### src/rtl/ddfs_sample_buffer.sv
// ddfs_sample_buffer: decimating capture buffer for DDFS sine/triangle samples.
// An arm request starts a capture of DEPTH write slots. There is one slot every
// DECIM cycles. The slots are written into a first-word-fall-through FIFO that
// the consumer may drain at any time.
// Optional build macro: DDFS_SAMPLE_TRIGGER_EN adds an ARMED state. In that
// state the capture waits for a rising zero crossing of sine_in.
module ddfs_sample_buffer #(
  parameter int DEPTH = 16,
  parameter int DECIM = 4
) (
  input  logic                   clk,
  input  logic                   reset,
  input  logic signed [15:0]     sine_in,
  input  logic signed [16:0]     tri_in,
  input  logic                   arm,
  input  logic                   out_ready,
  output logic                   out_valid,
  output logic [32:0]            out_data,
  output logic [$clog2(DEPTH):0] count,
  output logic                   busy,
  output logic                   done,
  output logic                   overflow
);

  localparam int AW = $clog2(DEPTH);
  localparam int CW = AW + 1;
  localparam int DW = (DECIM > 1) ? $clog2(DECIM) : 1;
  localparam logic [DW-1:0] DEC_LAST  = DW'(DECIM - 1);
  localparam logic [CW-1:0] FULL      = CW'(DEPTH);
  localparam logic [CW-1:0] SLOT_LAST = CW'(DEPTH - 1);

`ifdef DDFS_SAMPLE_TRIGGER_EN
  typedef enum logic [1:0] {IDLE, ARMED, CAPTURE, DRAIN} state_t;
`else
  typedef enum logic [1:0] {IDLE, CAPTURE, DRAIN} state_t;
`endif

  state_t          state;
  logic [DW-1:0]   dec_cnt;
  logic [CW-1:0]   slot_cnt;
  logic [AW-1:0]   wr_ptr;
  logic [AW-1:0]   rd_ptr;
  logic [32:0]     mem [DEPTH];
  logic            trigger;
  logic            write_slot;
  logic            pop;
  logic            push_ok;

`ifdef DDFS_SAMPLE_TRIGGER_EN
  logic            prev_neg;

  // Remember the sign of the previous sine sample for zero-crossing detection.
  always_ff @(posedge clk or posedge reset) begin
    if (reset) prev_neg <= 1'b0;
    else       prev_neg <= sine_in[15];
  end
`endif

  // Decode write slots: decimation phase zero in CAPTURE, or the trigger cycle.
  always_comb begin
    // NOTE: every always_comb output gets a default first so no path can infer a latch.
    trigger = 1'b0;
`ifdef DDFS_SAMPLE_TRIGGER_EN
    trigger = (state == ARMED) && prev_neg && !sine_in[15];
`endif
    write_slot = ((state == CAPTURE) && (dec_cnt == '0)) || trigger;
  end

  assign out_valid = (count != '0);
  assign out_data  = mem[rd_ptr];
  assign pop       = out_valid && out_ready;
  // A full FIFO still accepts the sample if the same cycle frees an entry.
  assign push_ok   = write_slot && ((count != FULL) || pop);
  assign busy      = (state != IDLE);

  // Control FSM: state sequencing, decimation and slot counters, done and overflow.
  always_ff @(posedge clk or posedge reset) begin
    // NOTE: sequential state uses non-blocking assignments so every flop samples pre-edge values.
    if (reset) begin
      state    <= IDLE;
      dec_cnt  <= '0;
      slot_cnt <= '0;
      done     <= 1'b0;
      overflow <= 1'b0;
    end else begin
      done <= 1'b0;
      if (write_slot && !push_ok) overflow <= 1'b1;
      case (state)
        IDLE: begin
          if (arm) begin
            overflow <= 1'b0;
            dec_cnt  <= '0;
            slot_cnt <= '0;
`ifdef DDFS_SAMPLE_TRIGGER_EN
            state    <= ARMED;
`else
            state    <= CAPTURE;
`endif
          end
        end
`ifdef DDFS_SAMPLE_TRIGGER_EN
        ARMED: begin
          // The trigger cycle is slot 1, so decimation resumes one phase later.
          if (trigger) begin
            state    <= CAPTURE;
            slot_cnt <= CW'(1);
            dec_cnt  <= DW'(1 % DECIM);
          end
        end
`endif
        CAPTURE: begin
          dec_cnt <= (dec_cnt == DEC_LAST) ? '0 : dec_cnt + 1'b1;
          if (write_slot) begin
            slot_cnt <= slot_cnt + 1'b1;
            if (slot_cnt == SLOT_LAST) state <= DRAIN;
          end
        end
        DRAIN: begin
          if (count == '0) begin
            state <= IDLE;
            done  <= 1'b1;
          end
        end
        default: state <= IDLE;
      endcase
    end
  end

  // FIFO pointers and occupancy. The pointers wrap naturally because DEPTH is a power of two.
  always_ff @(posedge clk or posedge reset) begin
    if (reset) begin
      wr_ptr <= '0;
      rd_ptr <= '0;
      count  <= '0;
    end else begin
      if (push_ok) wr_ptr <= wr_ptr + 1'b1;
      if (pop)     rd_ptr <= rd_ptr + 1'b1;
      case ({push_ok, pop})
        2'b10:   count <= count + 1'b1;
        2'b01:   count <= count - 1'b1;
        default: ;
      endcase
    end
  end

  // Sample storage. Its contents are only observed behind out_valid.
  always_ff @(posedge clk) begin
    // NOTE: the memory array has no reset; occupancy alone decides what is valid.
    if (push_ok) mem[wr_ptr] <= {tri_in, sine_in};
  end

endmodule

### config.mk
export PLATFORM = sky130hd
export DESIGN_NAME = ddfs_sample_buffer
export DESIGN_NICKNAME = d
export VERILOG_FILES = /design/src/rtl/ddfs_sample_buffer.sv
export SDC_FILE = /design/constraint.sdc
export NUM_CORES = 1
export LEC_CHECK = 0
export BUFFER_PORTS_ARGS = -buffer_cell sky130_fd_sc_hd__buf_2
export CAP_MARGIN = 30
export CORE_MARGIN = 5
export CORE_UTILIZATION = 40
export CTS_BUF_LIST = sky130_fd_sc_hd__clkbuf_8
export CTS_CLUSTER_SIZE = 8
export DETAILED_ROUTE_END_ITERATION = 12
export PLACE_DENSITY = 0.64
export SYNTH_ARGS = -nofsm -noshare
export SYNTH_HDL_FRONTEND = slang
export SYNTH_SLANG_ARGS = --single-unit
export TNS_END_PERCENT = 20
### constraint.sdc
create_clock -name clk -period 4.5 [get_ports clk]
set_input_delay 0.9 -clock clk [delete_from_list [all_inputs] [get_ports clk]]
set_output_delay 0.9 -clock clk [all_outputs]
set_load 0.01 [all_outputs]
# After elaboration in Yosys (flattened, before gate mapping)
# Memory sizes are Yosys's and may differ from the RTL's.
# Cells that the tools add are included.
# Widths: inputs -> output; s select.
[word_totals] wordCells=61 ramBits=528 reg_bits=24 in_bits=37 output_inout_bits=42 n_memories=1
[mem_list] name="mem" depth=16 word_bits=33 read_ports=1 rd_clocked_by_memory_dff=0 wr=1 line_no="43" rtl="logic [32:0] mem [DEPTH];"
[classes] reduce_logical=16 n_addsub=6 n_eq_ne=11 mux=19
[ops] cell="$pmux 5 s2" n=2
[ops] cell="$mux 2" n=6
[ops] cell="$add 5x1->5 const B" n=2
[ops] cell="$mux 5" n=2
[ops] cell="$add 4x1->4 const B" n=2
[ops] cell="$mux 1" n=7
[ops] cell="$eq 2x2->1 const B" n=3
[ops] cell="$ne 2x2->1 const B" n=3
[ops] cell="$pmux 2 s3" n=1
[ops] cell="$reduce_bool 2->1" n=3
[ops] cell="$eq 5x4->1 const B" n=1
[ops] cell="$logic_not 5->1" n=1
[ops] cell="$ne 5x5->1 const B" n=1
[ops] cell="$reduce_bool 5->1" n=1
[ops] cell="$sub 5x1->5 const B" n=1
[ops] cell="$eq 2x1->1 const B" n=2
[ops] cell="$logic_and 1x1->1" n=4
[ops] cell="$logic_not 2->1" n=2
[ops] cell="$pmux 2 s2" n=1
[ops] cell="$reduce_and 4->1" n=1
[ops] cell="$reduce_and 3->1" n=1
[ops] cell="$add 2x1->2 const B" n=1
[ops] cell="$ne 2x1->1 const B" n=1
[ops] cell="$reduce_and 2->1" n=1
[ops] cell="2 further kinds" n=2

# Logic depth before layout (Yosys ltp)
# Gate-level depths: netlist of run 1.
[logic_depth] ltp_word=9 ltp_mapped=12 ltp_nobuf=11

# Worst setup path after synthesis of run 1
# No wires, ideal clock.
[synth_timing] path_kind="input to register" from="input port out_ready" to="memory mem[3][0], enable pin" setup_time_ns=0.464 path_stages=5 slack_ns=0.118 t_arrival_ns=3.918 cell_sequence="buf_2 > nor3_2 > nor2_1 > nand2_1 > nor3_1"
[synth_between] elab_chain_cells=5
[synth_lines] item="from (decl)" line_no="16" rtl="input logic out_ready,"
[synth_lines] item="$logic_and 1x1->1" line_no="71" rtl="assign pop = out_valid && out_ready;"
[synth_lines] item="$logic_or 1x1->1" line_no="73" rtl="assign push_ok = write_slot && ((count != FULL) || pop);"
[synth_lines] item="$logic_and 1x1->1" line_no="73"
[synth_lines] item="$mux 1" line_no="149" rtl="if (push_ok) mem[wr_ptr] <= {tri_in, sine_in};"
[synth_lines] item="$mux 1 (implied by the code)" line_no="149"
[synth_lines] item="to (decl)" line_no="43"
# No other way between the ends.

# Worst setup path after layout of run 1
[layout_timing] from="register rd_ptr[0]" to="output port out_data[27]"
[layout_between] elab_chain_cells=1
[layout_lines] item="from (decl)" line_no="42" rtl="logic [AW-1:0] rd_ptr;"
[layout_lines] item="from (signal assigned)" line_no="137" rtl="if (pop) rd_ptr <= rd_ptr + 1'b1;"
[layout_lines] item="$mem_v2 16x33"
[layout_lines] item="to (decl)" line_no="18" rtl="output logic [32:0] out_data,"
# No other way between the ends.

==> out/metrics.yaml, run 1 <==
grt:
  grt_util_all_layers: 0.153
  grt_pass1_wl_mm: 65.7
  overflow: 0
  grt_max_degree: 46
  grt_pass1_vias: 10300
  antenna_found_initial: 4
clock_tree:
  clk_latency_ns: 0.67
  cts_sinks: 552
  numCtsBuffers: 91
  cts_max_level: 3
  root_buffer: "clkbuf_8"
  cts_setup_buffers: 0
  clockBufferDepth: 3
  clkTransAtPathRegs_ns: 0.06
  cts_tree: "built"
  holdBufCountCts: 0
  cts_resized: 0
route:
  dr_total_vias: 9734
  ant_nets: 0
  finalWirelength_mm: 43.5
  first_iter_violations: 693
  wire_per_inst_um: 23.9
  viasPerCell: 5.34
  post-route-drc-count: 0
  firstDrtPassIters: 5
placed_design:
  dp_hpwl_mm: 25.1
  place_area_sq_mm: 0.0228
  place.gp.congestion: 0.730
  place.port_buffers: 78
finish:
  postLayoutCellArea_sq_mm: 0.0244
  n_antenna_cell: 0
  regArea_sq_mm: 0.0165
  multi_input_area_sq_mm: 0.00463
  layout.nets: 1121
  syn_to_final_growth_pct: 14.9
  num-fill-cells: 4303
  drive_gt1_frac: 0.364
die:
  die_x_um: 241
  fp.dieArea_sq_mm: 0.0579
  core_sq_mm: 0.0527
  initial_utilization: 0.404
  num_rows: 84
  die_y_um: 241
  pin_count: 79
timing:
  final-setup-viol-count: 0
  rsz0062_at_grt: "no"
  finalMaxSlewViolations: 0
  tightestPinTransition_ns: 0.913
  fin_tns_setup_ns: 0
  fmax_mhz: 257
  fin_crit_ns: 3.90
  finClkSkew_ns: 0.0340
  hold_viol: 0
  holdWs_ns: 0.221
  worst_slew_margin_rel: 0.390
  period_share: 0.866
worst_setup_path:
  worstPathCellList: "buf_4, mux4_2, mux4_2, buf_2"
  critical_path.max_stage_delay_ns: 0.75
  cp_max_fo: 24
  r2r_slack_ns: 1.14
  slowest_stage: "dfrtp_4"
  cp.required_ns: 3.60
  worst_path_most_repeated_cell: "mux4_2"
  crit_path_end_kind: "output port"
  crit_type: "reg -> out"
  cp-start-kind: "flop"
  arrival_ns: 3.00
yosys:
  synth_cell_types: 42
  ys_ff_latch: 552
  synth_nets: 953
  syn_inst: 903
  synth_area_sq_mm: 0.0213
  ys.warnings.count: 0
  postSynthAreaPerCell_sq_um: 23.6
  synth_seq_area_share: 0.774
min_path:
  min-delay-path-class: "in -> async"
job:
  cap_viol_max_count: 0
pwr:
  p_leak_nw: 8.00
  vdd_drop_max_mv: 0.353
  power_density_mw_per_mm2: 605
run_status:
  outcome: "completed"
-- flip-flops by register name, summed over array words and instances, names as in the netlist --
name / count
count: 5
overflow: 1
rd_ptr: 4
mem: 528
dec_cnt: 2
done: 1
wr_ptr: 4
slot_cnt: 5
state: 2
-- power by group --
group	internal [mW]	total (mW)	switching, mW
registers	6.10	6.54	0.439
clock network	1.97	3.87	1.90
logic	2.23	4.38	2.15
-- worst paths after layout --
path / endpoint / cells past startpoint / start
min in group clk: slot_cnt[4]$_DFFE_PP0P_ / 1 / slot_cnt[4]$_DFFE_PP0P_
max: out_data[27] / 4 / rd_ptr[0]$_DFFE_PP0P_
max reg2reg: mem[4][12]$_DFFE_PP_ / 7 / dec_cnt[0]$_DFFE_PP0P_
max in group asynchronous: rd_ptr[1]$_DFFE_PP0P_ / 3 / reset
min reg2reg: slot_cnt[4]$_DFFE_PP0P_ / 1 / slot_cnt[4]$_DFFE_PP0P_
min: overflow$_DFF_PP0_ / 2 / reset
-- layer usage --
| metal | up-vias | share of wire | track usage |
|---|---|---|---|
| met3 | 73 | 0.068 | 0.0414 |
| met2 | 311 | 0.49 | 0.241 |
| li1 | 4177 | - | - |
| met1 | 5165 | 0.42 | 0.212 |
| met4 | 8 | 0.019 | 0.0445 |
| met5 | - | 0.0013 | 0 |
-- cell usage in the layout (no fill, tap or decap), types with 2 or more instances in the layout --
cell	Yosys	final
a21o_1	2	2
a21oi_1	8	8
a22o_1	2	2
and3_1	2	2
buf_12	0	9
buf_2	12	78
buf_4	0	32
clkbuf_8	0	93
clkinv_1	0	17
clkinv_2	0	4
clkinv_8	0	2
clkinvlp_4	0	2
dfrtp_1	24	20
dfrtp_2	0	2
dfrtp_4	0	2
edfxtp_1	528	528
ha_1	12	12
inv_1	14	50
mux4_2	165	165
nand2_1	20	20
nand2b_1	4	4
nand3_1	4	4
nand4_1	3	3
nor2_1	23	11
nor2_4	0	12
nor3_1	7	3
nor3_2	1	5
o21ai_0	4	4
o21ai_1	4	4
o22ai_1	2	2
xnor2_1	10	10
xor2_1	2	2
-- logic make-up (layout without fill, tap and decap cells) --
logic type / after synthesis / after routing / share of synthesized area
buffers and inverters: 60 / 291 / 0.0141
muxes: 167 / 167 / 0.176
DFF: 552 / 552 / 0.774
and+or+nand+nor: 70 / 70 / 0.0153
adders and majority gates: 13 / 13 / 0.00800
xor gates and xnor gates: 12 / 12 / 0.00494
AOI/OAI and AO/OA: 29 / 29 / 0.00847
-- worst max-delay path: cells and delay by family, from the launching register on --
kind / cells / cell delay, ns
multiplexers: 2 / 1.05
flip-flops: 1 / 0.75
buffers and inverters: 2 / 0.52
-- metrics by stage --
step | util | total power [mW] | instances | setup WS (ns)
detailed placement | 0.433 | 11.1 | 1665 | 1.08
floorplan | - | 9.57 | 903 | 0.118
finish | 0.464 | 14.8 | 1822 | 0.604
global route | 0.464 | 15.6 | 1822 | 0.411
global placement | 0.433 | 11.1 | 1665 | 1.17
CTS | 0.464 | 15.0 | 1821 | 0.479
-- area by class of cell --
cell class / count / share of cell area
flip-flops and latches: 552 / 0.674
multi-input cells: 291 / 0.189
clock buffers: 93 / 0.0524
well taps: 688 / 0.0352
repair buffers: 120 / 0.0343
clock inverters: 63 / 0.0128
inverters: 15 / 0.00230
-- Yosys cell counts --
| master | instances | area [sq um] |
|---|---|---|
| buf_2 | 12 | 60.1 |
| or4_1 | 1 | 7.51 |
| o211ai_1 | 1 | 7.51 |
| o21bai_1 | 1 | 7.51 |
| o22ai_1 | 2 | 12.5 |
| o21ai_1 | 4 | 20.0 |
| nor4_1 | 1 | 6.26 |
| a31oi_1 | 1 | 6.26 |
| ha_1 | 12 | 150 |
| o31a_1 | 1 | 8.76 |
| nand2_1 | 20 | 75.1 |
| xor2_1 | 2 | 17.5 |
| fa_1 | 1 | 20.0 |
| a22o_1 | 2 | 17.5 |
| o21ai_0 | 4 | 20.0 |
| mux2i_1 | 1 | 10.0 |
| nor2_2 | 1 | 6.26 |
| nand3b_1 | 1 | 7.51 |
| a21o_1 | 2 | 15.0 |
| nor3_2 | 1 | 10.0 |
| mux2_2 | 1 | 11.3 |
| buf_1 | 5 | 18.8 |
| o31ai_1 | 1 | 7.51 |
| a32oi_1 | 1 | 8.76 |
| or2_2 | 1 | 6.26 |
| and3b_1 | 1 | 8.76 |
| nor3_1 | 7 | 35.0 |
| edfxtp_1 | 528 | 15900 |
| o311ai_1 | 1 | 8.76 |
| a21oi_1 | 8 | 40.0 |
| buf_6 | 8 | 90.1 |
| nor2_1 | 23 | 86.3 |
| nand4_1 | 3 | 18.8 |
| nand3_1 | 4 | 20.0 |
| and3_1 | 2 | 12.5 |
| nand2b_1 | 4 | 25.0 |
| dfrtp_1 | 24 | 601 |
| clkbuf_1 | 20 | 75.1 |
| inv_1 | 14 | 52.6 |
| mux4_2 | 165 | 3720 |
| inv_2 | 1 | 3.75 |
| xnor2_1 | 10 | 87.6 |
Note: power is estimated with default switching activity, not from simulation.
==> run 2: changes to the inputs <==
Settings changed: CTS_BUF_LIST sky130_fd_sc_hd__clkbuf_8 to default, GPL_TIMING_DRIVEN from default to 0.
==> out/metrics.yaml, run 2 (synthesis results as in run 1) <==
die:
  core_sq_mm: 0.0527  # unchanged
  pin_count: 79  # unchanged
  num_rows: 84  # unchanged
  initial_utilization: 0.404  # unchanged
  die_x_um: 241  # unchanged
  die_y_um: 241  # unchanged
  fp.dieArea_sq_mm: 0.0579  # unchanged
clock_tree:
  clk_latency_ns: 0.58  # -0.09 ns
  cts_sinks: 552  # unchanged
  cts_max_level: 3  # unchanged
  clockBufferDepth: 3  # unchanged
  cts_tree: "built"
  holdBufCountCts: 0  # unchanged
  cts_resized: 0  # unchanged
  numCtsBuffers: 78  # -14%
  cts_setup_buffers: 0  # unchanged
  clkTransAtPathRegs_ns: 0.05  # about the same
  root_buffer: "clkbuf_16"
timing:
  rsz0062_at_grt: "no"
  fin_crit_ns: 4.27  # +0.370 ns
  finClkSkew_ns: 0.0191  # -0.0149 ns
  finalMaxSlewViolations: 0  # unchanged
  period_share: 0.948  # +0.0823
  hold_viol: 0  # unchanged
  fin_tns_setup_ns: 0  # unchanged
  holdWs_ns: 0.261  # +0.0400 ns
  final-setup-viol-count: 0  # unchanged
  fmax_mhz: 234  # -8.7%
  worst_slew_margin_rel: 0.355  # -0.0347
  tightestPinTransition_ns: 0.967  # +0.0542 ns
grt:
  antenna_found_initial: 5  # +1
  grt_pass1_wl_mm: 68.1  # +3.6%
  grt_max_degree: 22  # -52%
  overflow: 0  # unchanged
  grt_pass1_vias: 10500  # +1.5%
  grt_util_all_layers: 0.160  # +0.00717
worst_setup_path:
  crit_path_end_kind: "output port"
  slowest_stage: "clkbuf_1"
  worst_path_most_repeated_cell: "buf_2"
  cp-start-kind: "flop"
  rr_endpoint: "count[4]$_DFFE_PP0P_"
  cp.required_ns: 3.60  # about the same
  crit_type: "reg -> out"
  arrival_ns: 3.37  # +0.37 ns
  cp_max_fo: 10  # -58%
  critical_path.max_stage_delay_ns: 0.68  # -0.07 ns
  r2r_start: "count[1]$_DFFE_PP0P_"
  r2r_cells: 11  # +4
  worstPathCellList: "buf_2, buf_2, clkbuf_1, mux4_2, mux4_2, buf_2"
  r2r_slack_ns: 1.36  # +0.22 ns
pwr:
  sw_frac_of_total: 0.291  # -0.0122
  pwr-share-comb: 0.305  # +0.009
  p_sw_mw: 4.73  # +5.4%
  vdd_drop_max_mv: 0.358  # +1.3%
  p_seq_frac: 0.384  # -0.058
  p_clk_frac: 0.311  # +0.049
  p_int_mw: 11.5  # +12%
  power_density_mw_per_mm2: 645  # +6.6%
  p_leak_nw: 8.16  # +2.0%
  finalPower_mw: 16.2  # +9.8%
finish:
  syn_to_final_growth_pct: 18.4
  final_common_cell: "edfxtp_1"
  largest_register_ff_count: 528  # unchanged
  top_register: "mem"
  drive_gt1_frac: 0.360  # -0.00434
  reg.largest.list: "mem x528, count x5, slot_cnt x5"
  n_antenna_cell: 0  # unchanged
  layout.nets: 1142  # +1.9%
  final_cell_mix: "528 x edfxtp_1, 165 x mux4_2, 89 x buf_2, 79 x clkbuf_16, 31 x clkbuf_1"
  num-fill-cells: 4235  # -1.6%
placed_design:
  place.port_buffers: 77  # -1.3%
  dp_hpwl_mm: 28.7  # +14%
  place.gp.congestion: 0.755  # +3.4%
route:
  ant_nets: 0  # unchanged
  finalWirelength_mm: 45.5  # +4.7%
  post-route-drc-count: 0  # unchanged
  firstDrtPassIters: 5  # unchanged
  wire_per_inst_um: 25.4  # +6.3%
  dr_total_vias: 9823  # +0.91%
  viasPerCell: 5.48  # +2.5%
  first_iter_violations: 882  # +27%
job:
  cap_viol_max_count: 0  # unchanged
run_status:
  outcome: "completed"
min_path:
  min-delay-path-class: "in -> async"
-- run 2: final cells by class --
type	count	area, sq um	share of cell area
Clock buffer	90	2020	0.0801
Inverter	15	56.3	0.00224
Timing Repair Buffer	109	871	0.0346
Buffer	45	244	0.00969
Sequential cell	552	16500	0.653
Multi-Input combinational cell	291	4630	0.184
Tap cell	688	861	0.0342
Clock inverter	4	50.0	0.00199
-- run 2: critical path: cells and delay by family (launching register included) --
family / cells / cell delay [ns]
buf+inv: 4 / 1.44
flops: 1 / 0.35
mux: 2 / 0.99
-- run 2: how the worst max path moves through the flow --
stage | startpoint | end | slack (ns)
6_report | rd_ptr[1]$_DFFE_PP0P_ | out_data[23] | 0.23
5_1_grt | rd_ptr[1]$_DFFE_PP0P_ | out_data[23] | 0.12
4_1_cts | rd_ptr[1]$_DFFE_PP0P_ | out_data[23] | 0.16
3_5_place_dp | rd_ptr[1]$_DFFE_PP0P_ | out_data[32] | 0.82
3_3_place_gp | out_ready | mem[3][15]$_DFFE_PP_ | -2.83
2_1_floorplan | out_ready | mem[3][0]$_DFFE_PP_ | 0.12
-- run 2: metrics by stage --
step	worst slack, ns	util	area (sq um)	instances
6_report	0.233	0.478	25200	1794
3_3_place_gp	-2.83	0.428	22500	1668
5_1_grt	0.116	0.478	25200	1794
3_5_place_dp	0.825	0.439	23100	1700
2_1_floorplan	0.118	-	21300	903
4_1_cts	0.162	0.478	25200	1794
-- run 2: power groups by stage --
| stage | clock, mW | combinational [mW] | sequential [mW] |
|---|---|---|---|
| after floorplan | 0 | 3.23 | 6.33 |
| after global placement | 0 | 4.80 | 6.38 |
| after detailed placement | 0 | 5.10 | 6.33 |
| after CTS | 5.15 | 5.11 | 6.24 |
| after global routing | 5.38 | 5.35 | 6.26 |
| final | 5.05 | 4.95 | 6.23 |
-- run 2: per-layer routing --
metal | track usage | routed length [um]
met1 | 0.222 | 19100
met2 | 0.263 | 22700
met3 | 0.0383 | 2920
met4 | 0.0354 | 724
met5 | 0 | 40
==> run 3: changes to the inputs <==
Settings changed: CELL_PAD_IN_SITES_DETAIL_PLACEMENT from default to 1, CELL_PAD_IN_SITES_GLOBAL_PLACEMENT from default to 1, PLACE_DENSITY 0.64 to 0.69.
==> out/metrics.yaml, run 3 (synthesis results as in run 1) <==
die:
  pin_count: 79  # unchanged
  core_sq_mm: 0.0527  # unchanged
  fp.dieArea_sq_mm: 0.0579  # unchanged
  die_x_um: 241  # unchanged
  die_y_um: 241  # unchanged
  initial_utilization: 0.404  # unchanged
  num_rows: 84  # unchanged
timing:
  finalMaxSlewViolations: 0  # unchanged
  rsz0062_at_grt: "no"
  worst_slew_margin_rel: 0.348  # -0.00790
  period_share: 0.953  # +0.00472
  hold_viol: 0  # unchanged
  final-setup-viol-count: 0  # unchanged
  worst_slack_ns: 0.212  # -0.0213 ns
  tightestPinTransition_ns: 0.976  # +0.00953 ns
  fmax_mhz: 233  # -0.50%
  finClkSkew_ns: 0.0230  # +0.00390 ns
  fin_tns_setup_ns: 0  # unchanged
  fin_crit_ns: 4.29  # +0.0213 ns
finish:
  largest_register_ff_count: 528  # unchanged
  fin_util: 0.480  # +0.00202
  layout.nets: 1145  # +0.26%
  num-fill-cells: 4687  # +11%
  drive_gt1_frac: 0.361  # +0.00141
  postLayoutCellArea_sq_mm: 0.0253  # +0.42%
  syn_to_final_growth_pct: 18.9
  reg.largest.list: "mem x528, count x5, slot_cnt x5"
  final_common_cell: "edfxtp_1"
  final_cells: 1799  # +0.28%
  top_register: "mem"
  final_cell_mix: "528 x edfxtp_1, 165 x mux4_2, 89 x buf_2, 79 x clkbuf_16, 32 x clkbuf_1"
clock_tree:
  root_buffer: "clkbuf_16"
  numCtsBuffers: 78  # unchanged
  clkTransAtPathRegs_ns: 0.05  # about the same
  clk_latency_ns: 0.58  # about the same
  cts_max_level: 3  # unchanged
  clockBufferDepth: 3  # unchanged
  cts_tree: "built"
  holdBufCountCts: 0  # unchanged
  cts_resized: 0  # unchanged
  cts_setup_buffers: 0  # unchanged
  cts_sinks: 552  # unchanged
worst_setup_path:
  crit_path_end_kind: "output port"
  cp_max_fo: 10  # unchanged
  cp-start-kind: "flop"
  crit_type: "reg -> out"
  worst_path_most_repeated_cell: "buf_2"
  critical_path.max_stage_delay_ns: 0.75  # +0.07 ns
  slowest_stage: "clkbuf_1"
  worstPathCellList: "buf_2, buf_2, clkbuf_1, mux4_2, mux4_2, buf_2"
  r2r_cells: 9  # -2
  cp.required_ns: 3.60  # about the same
  arrival_ns: 3.39  # +0.02 ns
placed_design:
  dp_slack_ns: 0.826  # +0.00115 ns
  place.gp.congestion: 0.715  # -5.2%
  place_area_sq_mm: 0.0231  # +0.13%
  place.port_buffers: 77  # unchanged
  dp.cells: 1700  # unchanged
  dp_hpwl_mm: 31.3  # +9.0%
grt:
  grt_pass1_vias: 10900  # +3.8%
  grt_util_all_layers: 0.173  # +0.0132
  grt_max_degree: 24  # +9.1%
  antenna_found_initial: 2  # -3
  overflow: 0  # unchanged
  grt_pass1_wl_mm: 73.3  # +7.7%
route:
  post-route-drc-count: 0  # unchanged
  wire_per_inst_um: 27.4  # +8.0%
  dr_total_vias: 10100  # +2.5%
  ant_nets: 0  # unchanged
  finalWirelength_mm: 49.3  # +8.3%
  first_iter_violations: 921  # +4.4%
  firstDrtPassIters: 5  # unchanged
  viasPerCell: 5.59  # +2.2%
pwr:
  p_leak_nw: 8.20  # +0.54%
  vdd_drop_max_mv: 0.335  # -6.5%
  power_density_mw_per_mm2: 648  # +0.58%
min_path:
  min-delay-path-class: "in -> async"
job:
  cap_viol_max_count: 0  # unchanged
run_status:
  outcome: "completed"
[run 3: where the power goes]
group	switching [mW]	internal, mW	leakage, nW
clock network	1.97	3.11	1.01
registers	0.146	6.10	5.06
logic	2.74	2.33	2.14
total	4.86	11.5	8.20
[run 3: worst paths after layout]
kind	end	start	slack [ns]
max reg2reg	mem[1][25]$_DFFE_PP_	dec_cnt[0]$_DFFE_PP0P_	1.05
min in group clk	overflow$_DFF_PP0_	overflow$_DFF_PP0_	0.50
min reg2reg	overflow$_DFF_PP0_	overflow$_DFF_PP0_	0.50
min	count[4]$_DFFE_PP0P_	reset	0.31
max	out_data[20]	rd_ptr[1]$_DFFE_PP0P_	0.21
max in group asynchronous	rd_ptr[2]$_DFFE_PP0P_	reset	3.74
[run 3: critical path, delay by kind of cell, from the launching register on]
family                 cells  cell delay (ns)
buffers and inverters      4             1.53
DFF                        1             0.35
muxes                      2             0.93
[run 3: per-stage QoR]
stage | power [mW] | hold WS, ns
5_1_grt | 17.2 | 0.320
2_1_floorplan | 9.57 | 0.473
3_5_place_dp | 11.5 | 0.497
4_1_cts | 16.6 | 0.300
6_report | 16.4 | 0.310
3_3_place_gp | 11.2 | 0.482
[run 3: cell type report]
type                    instances  area, sq um  share of cell area
clock buffers                  91         2020              0.0799
diodes                          1         2.50           0.0000989
inverters                      15         56.3             0.00223
plain buffers                  45          244             0.00965
multi-input cells             291         4630               0.183
flip-flops and latches        552        16500               0.651
well taps                     688          861              0.0340
repair buffers                112          971              0.0384
clock inverters                 4         50.0             0.00198
[run 3: layer usage]
metal	routed length (um)	GRT usage	share of wire	vias up
met2	24800	0.284	0.50	323
met4	857	0.0366	0.017	4
li1	-	-	-	4197
met5	27	0	0.00055	-
met1	20600	0.241	0.42	5463
met3	3020	0.0395	0.061	78
